File: config.mk
export PLATFORM = sky130hd
export DESIGN_NAME = pa_clkrst_seq
export DESIGN_NICKNAME = d
export VERILOG_FILES = /design/src/rtl/pa_clkrst_seq.sv
export SDC_FILE = /design/constraint.sdc
export NUM_CORES = 1
export LEC_CHECK = 0
export ABC_CLOCK_PERIOD_IN_PS = 1800
export BUFFER_PORTS_ARGS = -buffer_cell sky130_fd_sc_hd__buf_4
export CAP_MARGIN = 5
export CORE_MARGIN = 4
export CORE_UTILIZATION = 55
export CTS_BUF_LIST = sky130_fd_sc_hd__clkbuf_4 sky130_fd_sc_hd__clkbuf_8 sky130_fd_sc_hd__clkbuf_16
export CTS_CLUSTER_SIZE = 20
export DETAILED_ROUTE_END_ITERATION = 10
export PLACE_DENSITY_LB_ADDON = 0.2
export SYNTH_ARGS = -nofsm -noshare
export SYNTH_HDL_FRONTEND = slang
export SYNTH_SLANG_ARGS = --single-unit
File: constraint.sdc
create_clock -name forever_cpuclk -period 1.8 [get_ports forever_cpuclk]
set_input_delay 0.27 -clock forever_cpuclk [delete_from_list [all_inputs] [get_ports forever_cpuclk]]
set_output_delay 0.27 -clock forever_cpuclk [all_outputs]
set_load 0.01 [all_outputs]
File: src/rtl/pa_clkrst_seq.sv
// Multi-domain clock/reset sequencer: staggered reset release, low-power clock
// gating handshake, and soft-reset re-sequencing, all on the free-running core clock.
module pa_clkrst_seq #(
    parameter int CH_NUM    = 4,
    parameter int CNT_W     = 8,
    parameter int STAGE_DLY = 16
) (
    input  logic              forever_cpuclk,
    input  logic              cpurst,
    input  logic              soft_rst_req,
    input  logic              lp_req,
    input  logic [CH_NUM-1:0] ch_idle,
    output logic [CH_NUM-1:0] ch_rst_b,
    output logic [CH_NUM-1:0] ch_clk_en,
    output logic              lp_ack,
    output logic              seq_done,
    output logic [2:0]        dbg_state
);

    localparam int                IDX_W    = (CH_NUM > 1) ? $clog2(CH_NUM) : 1;
    localparam logic [CNT_W-1:0]  DLY_LAST = CNT_W'(STAGE_DLY - 1);
    localparam logic [IDX_W-1:0]  IDX_LAST = IDX_W'(CH_NUM - 1);
    localparam logic [CH_NUM-1:0] ALL_ON   = '1;

    typedef enum logic [2:0] {
        S_RELEASE = 3'd0,
        S_RUN     = 3'd1,
        S_GATE    = 3'd2,
        S_SLEEP   = 3'd3,
        S_UNGATE  = 3'd4
    } state_t;

    state_t            state;
    logic [IDX_W-1:0]  idx;
    logic [CNT_W-1:0]  cnt;
    logic [CH_NUM-1:0] gate_clr_mask;
    logic [CH_NUM-1:0] ungate_set_mask;
    logic [CH_NUM-1:0] gate_next;
    logic [CH_NUM-1:0] ungate_next;

    assign dbg_state = state;

    // Enables stay a contiguous run of ones from bit 0: gating removes the
    // highest enabled domain, ungating restores the lowest gated one.
    always_comb begin
        gate_clr_mask   = '0;
        ungate_set_mask = '0;
        for (int i = 0; i < CH_NUM; i++) begin
            if (ch_clk_en[i]) gate_clr_mask = CH_NUM'(1) << i;
        end
        for (int i = CH_NUM - 1; i >= 0; i--) begin
            if (!ch_clk_en[i]) ungate_set_mask = CH_NUM'(1) << i;
        end
        gate_next   = ch_clk_en & ~gate_clr_mask;
        ungate_next = ch_clk_en | ungate_set_mask;
    end

    // lp_req/lp_ack form a four-phase level handshake: lp_ack rises only after
    // lp_req is held through full gating, and falls on the edge lp_req is seen low.
    always_ff @(posedge forever_cpuclk) begin
        if (cpurst) begin
            state     <= S_RELEASE;
            idx       <= '0;
            cnt       <= '0;
            ch_rst_b  <= '0;
            ch_clk_en <= ALL_ON;
            lp_ack    <= 1'b0;
            seq_done  <= 1'b0;
        end else begin
            case (state)
                S_RELEASE: begin
                    seq_done <= 1'b0;
                    if (cnt == DLY_LAST) begin
                        cnt           <= '0;
                        ch_rst_b[idx] <= 1'b1;
                        if (idx == IDX_LAST) begin
                            idx   <= '0;
                            state <= S_RUN;
                        end else begin
                            idx <= idx + IDX_W'(1);
                        end
                    end else begin
                        cnt <= cnt + CNT_W'(1);
                    end
                end
                S_RUN: begin
                    if (soft_rst_req) begin
                        ch_rst_b <= '0;
                        idx      <= '0;
                        cnt      <= '0;
                        seq_done <= 1'b0;
                        state    <= S_RELEASE;
                    end else if (lp_req) begin
                        seq_done <= 1'b0;
                        state    <= S_GATE;
                    end else begin
                        seq_done <= 1'b1;
                    end
                end
                S_GATE: begin
                    seq_done <= 1'b0;
                    if (!lp_req) begin
                        state <= (ch_clk_en == ALL_ON) ? S_RUN : S_UNGATE;
                    end else if (ch_clk_en != ALL_ON || ch_idle == ALL_ON) begin
                        // Once gating has begun it completes without re-checking idle.
                        ch_clk_en <= gate_next;
                        if (gate_next == '0) begin
                            lp_ack <= 1'b1;
                            state  <= S_SLEEP;
                        end
                    end
                end
                S_SLEEP: begin
                    if (!lp_req) begin
                        lp_ack <= 1'b0;
                        state  <= S_UNGATE;
                    end
                end
                S_UNGATE: begin
                    ch_clk_en <= ungate_next;
                    if (ungate_next == ALL_ON) state <= S_RUN;
                end
                default: begin
                    state <= S_RELEASE;
                end
            endcase
        end
    end

endmodule
==> key figures, run 1 <==
Yosys
  • Synth warn: 0
  • Count leader, synth: dfxtp_1
  • Top cells by count, synth: dfxtp_1 (23), nor2_1 (17), nand2_1 (9)
  • EDFF count, synth: 0
  • Netlist cell types: 42
  • Largest area contributor in the netlist: dfxtp_1
  • Ys async rst share: 0%
  • Syn Nets: 166
  • Syn Area/Cell: 8.603 µm²
  • Top_reg_cell synth: dfxtp_1
  • Yosys reg bits: 23
  • Post-Synthesis Cells: ~150
  • Post-synthesis sequential area ratio: 34.98%
  • Synth Cell Area: 0.001316 mm²
  • Top cell type's share of synthesized area: 34.98%
  • Synth area leaders: dfxtp_1 (35%), nor2_1 (4.8%), ha_1 (4.8%), a31oi_1 (3.8%), nand4_1 (3.3%)

Critical path
  • Setup crit start kind: register
  • Cell family with most CP delay: compound AO/OA/AOI/OAI gates
  • Max incr delay on CP: 0.45 ns
  • Cell breakdown of the critical path: a211oi_1, nor2_1, a32o_2, o41ai_2
  • Worst path arrival time: 1.87 ns
  • Crit path kind: register to register
  • CP required: 2.03 ns
  • Worst Path Buf+Inv: 0
  • CP max stage cell: dfxtp_1
  • CP Max Fanout: 11
  • Crit. End Element: register

STA
  • RSZ-0062 raised after global routing: false
  • Hold Violations, Final: 0
  • Final number of max-transition violations: 0
  • Final Skew: ~0.0033 ns
  • Setup TNS: 0 ns
  • Final setup vio count: 0
  • Period minus WS final: 1.635 ns
  • Worst-Margin Slew: about 0.47 ns
  • Setup ws final: ~0.17 ns
  • Maximum clock rate: 611.8 MHz
  • Slew HR: 68.70%
  • Fin Hold WS: 0.2637 ns
  • Tcrit/Tclk final: 90.81%

Floorplan
  • Core area: between 0.002 and 0.0025 mm²
  • Die X: 56.92 µm
  • Site Rows: 17
  • Num ports: 21
  • Die H: 56.92 µm
  • Initial core utilization: 58.38%
  • Die area: 0.003240 mm²

GRT
  • Global-route wire length before repair: 4940 µm
  • Routing usage on met1: between 20% and 30%
  • Pin count of the biggest net entering global routing: 18
  • Grt ovf: 0
  • Gr usage total: 18.73%
  • Top Usage Layer GRT: met2
  • Initial antenna violation count: 0
  • Met3 GRT Util: between 2 and 3%
  • Met2 GRT Util: 30.18%
  • Vias in the first global route: 1141

Pwr
  • Seq pwr share: 64.4%
  • Comb pwr share: 5.7%
  • Power Dens Cells: 542.1 mW/mm²
  • Net Sw Power: 190.6 µW
  • Clock power share: 29.9%
  • Pint: 619.2 µW
  • Static Leak: just under 0.6 nW
  • Switching Fraction: between 20% and 30%
  • Power, Total: 809.9 µW
  • VDD IR max: about 380 µV

Clock network
  • Hold_buf cts: 0
  • Max H-tree Level: 1
  • Clk Tree Root Cell: clkbuf_4
  • Post-CTS sizing: 0
  • Clk buf depth: 2
  • Number of CTS-inserted buffers: 3
  • Clock sink count: 23
  • Post-CTS Setup Inserts: 0
  • CTS tree: yes
  • Clk_lat worst skew: 0.31 ns
  • Clock-pin slew of the registers on the worst-case setup and hold paths: 0.13 ns

Cells and area
  • NumNets Final: about 190
  • Final instance area: around 0.0015 mm²
  • Syn-to-layout area delta: 13.50%
  • Non-filler instance count after layout: 201
  • Share of layout cells above drive strength 1: a little over a fifth
  • Util after Layout: 66.26%
  • ANT cells: 0
  • Fillers: 205

Drt
  • Routed wire length: 2963 µm
  • Via count: between 1000 and 1500
  • Antenna viol nets, final: 0
  • Routed WL per cell: 14.74 µm
  • DRC: 0
  • DR iter-0 viols: 43
  • Initial DRT Pass Iterations: 4
  • Drt via density: about 6.2

Flow run
  • Max-cap violations: 0

Place
  • Hpwl dp: between 2000 and 2500 µm
  • Placed Cells: 197
  • Placed cell areas: around 0.0015 mm²
  • Input/output buffers: 20
  • Routability cong.: 0.8644
  • Pre-CTS setup slack: 0.2111 ns

Outcome
  • Status: finished clean

Min path
  • HP Class: input pin to register
-- final cells by class --
class | count | area, µm² | area share (%)
clock buffers | 3 | 22.52 | 1.508
clock inverters | 1 | 5.005 | 0.3350
inverters | 7 | 26.28 | 1.759
multi-input cells | 114 | 757.0 | 50.67
flip-flops and latches | 23 | 460.4 | 30.82
well taps | 28 | 35.03 | 2.345
repair buffers | 25 | 187.7 | 12.56
-- final timing paths --
check | start | to | slack, ns | depth (start not counted)
worst max register to register | ch_clk_en[2] | dbg_state[0] | 0.17 | 4
worst min register to register | ch_rst_b[1] | ch_rst_b[1] | 0.49 | 2
worst min-delay path | cpurst | dbg_state[2] | 0.26 | 2
worst max-delay path | ch_clk_en[2] | dbg_state[0] | 0.17 | 4
-- placed cells by master (no fill, tap or decap), types with 2 or more instances in the layout --
master,n
clkbuf_4,3
buf_4,25
a41oi_1,4
nand4_1,7
a211oi_1,4
nor3b_1,2
a21oi_1,6
xor2_1,5
dfxtp_1,23
ha_1,5
nor2_1,17
nand2b_1,3
inv_1,7
nand2_1,9
o21ai_0,5
o32ai_1,2
o31ai_1,2
o211ai_1,2
nand3_1,3
or3_1,2
and2_1,4
a31oi_1,8
nor3_1,8
-- sequential cells by signal (all words and copies together), names as in the netlist --
register   count
dbg_state      3
ch_rst_b       4
cnt            8
seq_done       1
ch_clk_en      4
idx            2
lp_ack         1
-- metal layers --
metal	part of all wire (%)	vias up
met2	45	45
met1	47	584
met5	0	-
met3	6.3	4
met4	1.5	0
li1	-	616
-- cells by family after synthesis --
group	after synthesis	share of synthesized area [%]
AND/OR/NAND/NOR	61	24.71
AO/OA/AOI/OAI	43	24.71
flip-flops	23	34.98
buffers and inverters	16	7.509
XOR/XNOR	5	3.327
adder cells (fa/ha/maj)	5	4.753
-- power by group through the flow --
stage | sequential [mW] | clock [mW] | combinational, mW
3_5_place_dp | 0.532 | 0 | 0.0465
6_report | 0.521 | 0.242 | 0.0465
3_3_place_gp | 0.532 | 0 | 0.0445
4_1_cts | 0.521 | 0.254 | 0.0466
2_1_floorplan | 0.530 | 0 | 0.0269
5_1_grt | 0.523 | 0.275 | 0.0516
No activity file was read; power rests on OpenSTA's default activity.
==> run 2, diff against run 1 <==
==> config.mk (replaced) <==
export PLATFORM = sky130hd
export DESIGN_NAME = pa_clkrst_seq
export DESIGN_NICKNAME = d
export VERILOG_FILES = /design/src/rtl/pa_clkrst_seq.sv
export SDC_FILE = /design/constraint.sdc
export NUM_CORES = 1
export LEC_CHECK = 0
export ABC_CLOCK_PERIOD_IN_PS = 1400
export BUFFER_PORTS_ARGS = -buffer_cell sky130_fd_sc_hd__buf_4
export CAP_MARGIN = 5
export CORE_MARGIN = 4
export CORE_UTILIZATION = 50
export CTS_BUF_LIST = sky130_fd_sc_hd__clkbuf_4 sky130_fd_sc_hd__clkbuf_8 sky130_fd_sc_hd__clkbuf_16
export CTS_CLUSTER_SIZE = 20
export DETAILED_ROUTE_END_ITERATION = 10
export PLACE_DENSITY = 0.74
export SYNTH_ARGS = -nofsm -noshare
export SYNTH_HDL_FRONTEND = slang
export SYNTH_SLANG_ARGS = --single-unit
==> constraint.sdc (replaced) <==
create_clock -name forever_cpuclk -period 1.4 [get_ports forever_cpuclk]
set_input_delay 0.21 -clock forever_cpuclk [delete_from_list [all_inputs] [get_ports forever_cpuclk]]
set_output_delay 0.21 -clock forever_cpuclk [all_outputs]
set_load 0.01 [all_outputs]
==> run 2 against run 1 <==
The run now ends with negative setup slack left. Sequential power up 29%. Final cell count up 14%. Clock power up 42%. Die area increased by 8.6%. Register-to-register slack lost 0.30 ns. Worst setup slack worse by 0.30 ns. Global-route usage rose by 3.3 points. Combinational power increased by 83%. Core utilization is 6.0 points higher. Count of clock-buffer cells in the layout rose by 1. Non-clock buffer count increased by 27. Via count is 13% higher.
==> key figures, run 2 (synthesis gave the netlist of run 1 again) <==
Cells and area
  • Commonest non-fill, non-tap cell in the layout: buf_4
  • Most frequent cells in the layout: buf_4 (51), nor2_1 (15), dfxtp_1 (15), nand2_1 (9)
  • Final instance area: 0.001807 mm²
  • Syn-to-layout area delta: 37.26%
  • NumNets Final: 214
  • ANT cells: 0
  • Util after Layout: 72.27%
  • Share of layout cells above drive strength 1: around 42%
  • Max FFs per register: 8
  • Non-filler instance count after layout: 230
  • Top Registers: cnt (8), ch_clk_en (4), ch_rst_b (4)
  • Largest register by flop count: cnt

Critical path
  • Cell breakdown of the critical path: ha_4, and3_4, nand4_1, a32o_2, o41ai_2
  • Crit. End Element: register
  • Setup crit start kind: register
  • Max incr delay on CP: around 0.38 ns
  • Worst path arrival time: approximately 1.8 ns
  • CP max stage cell: dfxtp_2
  • CP required: roughly 1.6 ns
  • CP Max Fanout: 4
  • Crit path kind: register to register

STA
  • Setup ws final: -0.1304 ns
  • Tcrit/Tclk final: 109.3%
  • Maximum clock rate: 653.4 MHz
  • Worst-Margin Slew: approximately 0.31 ns
  • Final setup vio count: 7
  • Hold Violations, Final: 0
  • Period minus WS final: approximately 1.5 ns
  • Final Skew: 0.003735 ns
  • RSZ-0062 raised after global routing: true
  • Fin Hold WS: 0.2079 ns
  • Slew HR: 79.02%
  • Final number of max-transition violations: 0

Pwr
  • Power, Total: 1.099 mW
  • VDD IR max: 550.4 µV
  • Power Dens Cells: 608.2 mW/mm²
  • Static Leak: approximately 0.73 nW

Drt
  • Antenna viol nets, final: 0
  • Routed WL per cell: 17.04 µm
  • Routed wire length: 3919 µm
  • DR iter-0 viols: 76
  • Via count: 1416
  • DRC: 0
  • Initial DRT Pass Iterations: 5
  • Drt via density: 6.157

GRT
  • Pin count of the biggest net entering global routing: 18
  • Grt ovf: 0
  • Global-route wire length before repair: approximately 6000 µm
  • Gr usage total: between 20% and 30%
  • Initial antenna violation count: 0
  • Vias in the first global route: 1340

Clock network
  • Number of CTS-inserted buffers: 3
  • CTS tree: yes
  • Clk_lat worst skew: between 0.3 and 0.4 ns
  • Clk Tree Root Cell: clkbuf_4
  • Clock-pin slew of the registers on the worst-case setup and hold paths: 0.13 ns
  • Clk buf depth: 2
  • Clock sink count: 23
  • Max H-tree Level: 1

Floorplan
  • Initial core utilization: between 50% and 60%
  • Die X: roughly 59 µm
  • Core area: 0.002500 mm²
  • Die area: 0.003518 mm²
  • Site Rows: 18
  • Die H: 59.31 µm
  • Num ports: 21

Place
  • Routability cong.: 0.8293
  • Placed cell areas: 0.001650 mm²
  • Input/output buffers: 20
  • Placed Cells: 220
  • Hpwl dp: 2755 µm

Outcome
  • Status: complete, but fails checks
  • Failing checks: negative setup slack

Min path
  • HP Class: input pin to register

Flow run
  • Max-cap violations: 0
## run 2: cell count changes in the layout (fill, tap and decap cells not counted), moves of 2 or more
cell | before | now
a21oi_1 | 6 | 4
a21oi_2 | 0 | 2
a31oi_1 | 8 | 6
a31oi_2 | 0 | 2
buf_4 | 25 | 51
dfxtp_1 | 23 | 15
dfxtp_2 | 0 | 7
nor2_1 | 17 | 15
## run 2: where the power goes
group	internal, mW	switching (mW)	leakage (nW)
combinational	0.0426	0.0422	0.522
clock	0.131	0.213	0.0184
sequential	0.661	0.00833	0.190
total	0.835	0.264	0.730
## run 2: area by class of cell
class / instances / area (µm²)
tap: 30 / 37.54
clock buffer: 4 / 30.03
inverter: 7 / 26.28
fill: 204 / 693.2
multi-input combinational: 114 / 845.8
timing repair buffer: 52 / 394.1
sequential: 23 / 473.0
## run 2: final timing paths
| path | from | end | slack, ns | cells after the start |
|---|---|---|---|---|
| worst min register to register | ch_rst_b[3] | ch_rst_b[3] | 0.50 | 2 |
| worst max-delay path | cnt[0] | dbg_state[0] | -0.13 | 5 |
| worst min-delay path | cpurst | idx[0] | 0.21 | 2 |
| worst max register to register | cnt[0] | dbg_state[0] | -0.13 | 5 |
## run 2: metrics by stage
stage          TNS (ns)  worst slack, ns
2_1_floorplan         0         0.005081
3_3_place_gp   -0.04450         -0.02789
3_5_place_dp    -0.7487         -0.08409
4_1_cts         -0.2896         -0.08939
5_1_grt          -1.698          -0.1711
6_report        -0.4804          -0.1304
## run 2: what timing repair did
item / 4_1_cts / 5_1_grt
setup buffers: 2 / 4
hold buffers: 0 / 0
resized for setup: 5 / 15
pin swaps: 4 / 6
hold endpoints to repair: 0 / 0
setup endpoints to repair: 15 / 21
## run 2: routing by layer
metal / track usage, % / vias to the layer above / wire (µm)
li1: - / 667 / -
met4: 9.385 / 0 / 81
met1: 26.93 / 692 / 1566
met5: 0 / - / 0
met2: 38.69 / 49 / 2045
met3: 2.179 / 8 / 225
## run 2: worst max-delay path, delay by kind of cell, from the launching register on
family | cells | cell delay [ns]
adders and majority gates | 1 | 0.13
and+or+nand+nor | 2 | 0.35
DFF | 1 | 0.38
AOI/OAI and AO/OA | 2 | 0.58
==> run 3, diff against run 2 <==
--- a/config.mk
+++ b/config.mk
@@ -5,15 +5,16 @@
 export SDC_FILE = /design/constraint.sdc
 export NUM_CORES = 1
 export LEC_CHECK = 0
+export ABC_AREA = 1
 export ABC_CLOCK_PERIOD_IN_PS = 1400
 export BUFFER_PORTS_ARGS = -buffer_cell sky130_fd_sc_hd__buf_4
 export CAP_MARGIN = 5
 export CORE_MARGIN = 4
-export CORE_UTILIZATION = 50
+export CORE_UTILIZATION = 49
 export CTS_BUF_LIST = sky130_fd_sc_hd__clkbuf_4 sky130_fd_sc_hd__clkbuf_8 sky130_fd_sc_hd__clkbuf_16
 export CTS_CLUSTER_SIZE = 20
 export DETAILED_ROUTE_END_ITERATION = 10
-export PLACE_DENSITY = 0.74
+export PLACE_DENSITY = 0.73
 export SYNTH_ARGS = -nofsm -noshare
 export SYNTH_HDL_FRONTEND = slang
 export SYNTH_SLANG_ARGS = --single-unit
==> run 3 against run 2 <==
The run now ends clean. Combinational power shrank 14%. Die area grew 0.25%. Sequential power shrank 0.7%. Sequential cell count is the same. Final cell count grew 19%. Synthesized area shrank 1.7%.
==> key figures, run 3 <==
Outcome
  • Status: finished clean

Cells and area
  • Commonest non-fill, non-tap cell in the layout: nand2_1
  • Util after Layout: between 70% and 80%
  • Non-filler instance count after layout: roughly 270
  • Most frequent cells in the layout: nand2_1 (44), buf_4 (43), inv_1 (26), nor2_1 (22), a21oi_1 (16)
  • Share of layout cells above drive strength 1: 37.30%
  • Largest register by flop count: cnt
  • Syn-to-layout area delta: 38.49%
  • NumNets Final: 258
  • Max FFs per register: 8
  • ANT cells: 0
  • Top Registers: cnt (8), ch_clk_en (4), ch_rst_b (4)

Pwr
  • Pint: 800.1 µW
  • Net Sw Power: between 200 and 300 µW
  • Power, Total: 1.057 mW
  • Switching Fraction: around a quarter
  • Comb pwr share: under 10%
  • Power Dens Cells: 589.9 mW/mm²
  • Seq pwr share: 62.9%
  • Clock power share: 30.2%
  • VDD IR max: 517.6 µV
  • Static Leak: ~0.84 nW

Floorplan
  • Site Rows: 18
  • Die X: 59.39 µm
  • Num ports: 21
  • Die area: 0.003527 mm²
  • Die H: 59.39 µm
  • Initial core utilization: between 50% and 60%
  • Core area: 0.002500 mm²

Yosys
  • Top cells by count, synth: nand2_1 (48), inv_1 (29), nor2_1 (27)
  • Count leader, synth: nand2_1
  • Synth Cell Area: 0.001294 mm²
  • Syn Area/Cell: 6.534 µm²
  • Syn Nets: between 200 and 250
  • Synth warn: 0
  • EDFF count, synth: 0
  • Synth area leaders: dfxtp_1 (36%), nand2_1 (14%), inv_1 (8.4%), nor2_1 (7.8%), a21oi_1 (7.0%)
  • Top cell type's share of synthesized area: a little over a third
  • Post-Synthesis Cells: 198
  • Post-synthesis sequential area ratio: 35.59%
  • Netlist cell types: 25
  • Ys async rst share: 0%
  • Yosys reg bits: 23
  • Top_reg_cell synth: dfxtp_1
  • Largest area contributor in the netlist: dfxtp_1

Clock network
  • Clk Tree Root Cell: clkbuf_4
  • Clk_lat worst skew: 0.32 ns
  • Clock-pin slew of the registers on the worst-case setup and hold paths: 0.14 ns
  • Clk buf depth: 2
  • CTS tree: yes
  • Max H-tree Level: 1
  • Clock sink count: 23
  • Number of CTS-inserted buffers: 3

Drt
  • Routed WL per cell: 12.22 µm
  • DRC: 0
  • Antenna viol nets, final: 0
  • Drt via density: about 5.2
  • DR iter-0 viols: between 70 and 80
  • Routed wire length: 3348 µm
  • Via count: 1433
  • Initial DRT Pass Iterations: 7

STA
  • Slew HR: 85.03%
  • Tcrit/Tclk final: 98.46%
  • Hold Violations, Final: 0
  • Period minus WS final: 1.378 ns
  • Final Skew: 0.008970 ns
  • Maximum clock rate: 725.5 MHz
  • RSZ-0062 raised after global routing: true
  • Worst-Margin Slew: 0.2221 ns
  • Final setup vio count: 0
  • Setup ws final: 0.02156 ns
  • Final number of max-transition violations: 0

Flow run
  • Max-cap violations: 0

Place
  • Placed Cells: 264
  • Pre-CTS setup slack: -0.08160 ns
  • Hpwl dp: between 2000 and 2500 µm
  • Input/output buffers: 20
  • Routability cong.: 0.8362

GRT
  • Grt ovf: 0
  • Global-route wire length before repair: ~5200 µm
  • Initial antenna violation count: 0
  • Pin count of the biggest net entering global routing: 14
  • Vias in the first global route: 1257
  • Gr usage total: a little under a fifth

Critical path
  • Worst path arrival time: 1.63 ns
  • CP Max Fanout: 5
  • CP max stage cell: dfxtp_4
  • Max incr delay on CP: 0.40 ns
  • Cell breakdown of the critical path: nor2_4, nand2_2, inv_2, a21oi_4, buf_4, or2_2, a21oi_2
  • Crit. End Element: register
  • Cell family with most CP delay: simple AND/OR/NAND/NOR gates
  • R2R setup slack: 0.02 ns
  • Worst Path Buf+Inv: 2
  • CP required: around 1.7 ns
  • Setup crit start kind: register
  • Crit path kind: register to register

Min path
  • HP Class: input pin to register
[run 3: cell count changes in the layout (fill, tap and decap cells not counted), moves of 5 or more]
cell / change
a21oi_1: +12
a31oi_1: -5
buf_4: -8
nand2_2: +5
nor3_1: -6
inv_2: +5
inv_1: +19
nand3_1: +8
nor2_1: +7
nand2_1: +35
[run 3: cells by family (layout without fill, tap and decap cells)]
| kind of cell | count (synthesis) | after routing | synth area share [%] |
|---|---|---|---|
| AO/OA/AOI/OAI | 35 | 35 | 15.86 |
| XOR/XNOR | 1 | 1 | 0.6771 |
| adder cells (fa/ha/maj) | 5 | 5 | 4.836 |
| buffers and inverters | 34 | 80 | 9.864 |
| flip-flops | 23 | 23 | 35.59 |
| AND/OR/NAND/NOR | 100 | 100 | 33.17 |
[run 3: through the flow]
step	hold WS, ns	TNS [ns]	cell area (µm²)
final	0.1497	0	1792
after global routing	0.1151	-0.4764	1792
after CTS	0.1286	-0.006359	1657
after detailed placement	0.4435	-0.2476	1605
after global placement	0.4420	-0.04402	1605
after floorplan	0.4117	0	1294
[run 3: final cells by class]
cell class                 instances  area (µm²)
clock buffer                       3       22.52
clock inverter                     1       5.005
fill                             197       708.2
inverter                          33       128.9
multi-input combinational        141       795.8
sequential                        23       479.2
tap                               30       37.54
timing repair buffer              43       322.8
[run 3: worst paths after layout]
path,cells past startpoint,end,from
worst max-delay path,7,cnt[0],dbg_state[2]
worst min-delay path,2,cnt[1],cpurst
worst max register to register,7,cnt[0],dbg_state[2]
worst min register to register,2,ch_rst_b[0],ch_rst_b[0]
[run 3: layer usage]
layer / wire [µm] / up-vias / GRT usage, %
li1: - / 724 / -
met1: 1461 / 656 / 22.53
met3: 134 / 6 / 3.486
met4: 36 / 0 / 6.796
met2: 1715 / 47 / 32.92
met5: 0 / - / 0
[run 3: worst reg2reg max path: stages, from the launching register on]
cell     delay [ns]
dfxtp_4        0.40
nor2_4         0.13
nand2_2        0.07
inv_2          0.09
a21oi_4        0.06
buf_4          0.15
or2_2          0.29
a21oi_2        0.14
[run 3: power by group through the flow]
stage	Clock, mW	Sequential [mW]	Combinational, mW
5_1_grt	0.367	0.665	0.0820
2_1_floorplan	0	0.681	0.0306
6_report	0.319	0.665	0.0733
3_5_place_dp	0	0.681	0.0669
4_1_cts	0.331	0.667	0.0681
3_3_place_gp	0	0.680	0.0658
[run 3: what timing repair did]
action,CTS,global route
resized for setup,6,35
buffers inserted,2,4
cloned,0,0
hold buffers,0,0
endpoints found under the setup margin,9,19
pin swaps,2,6
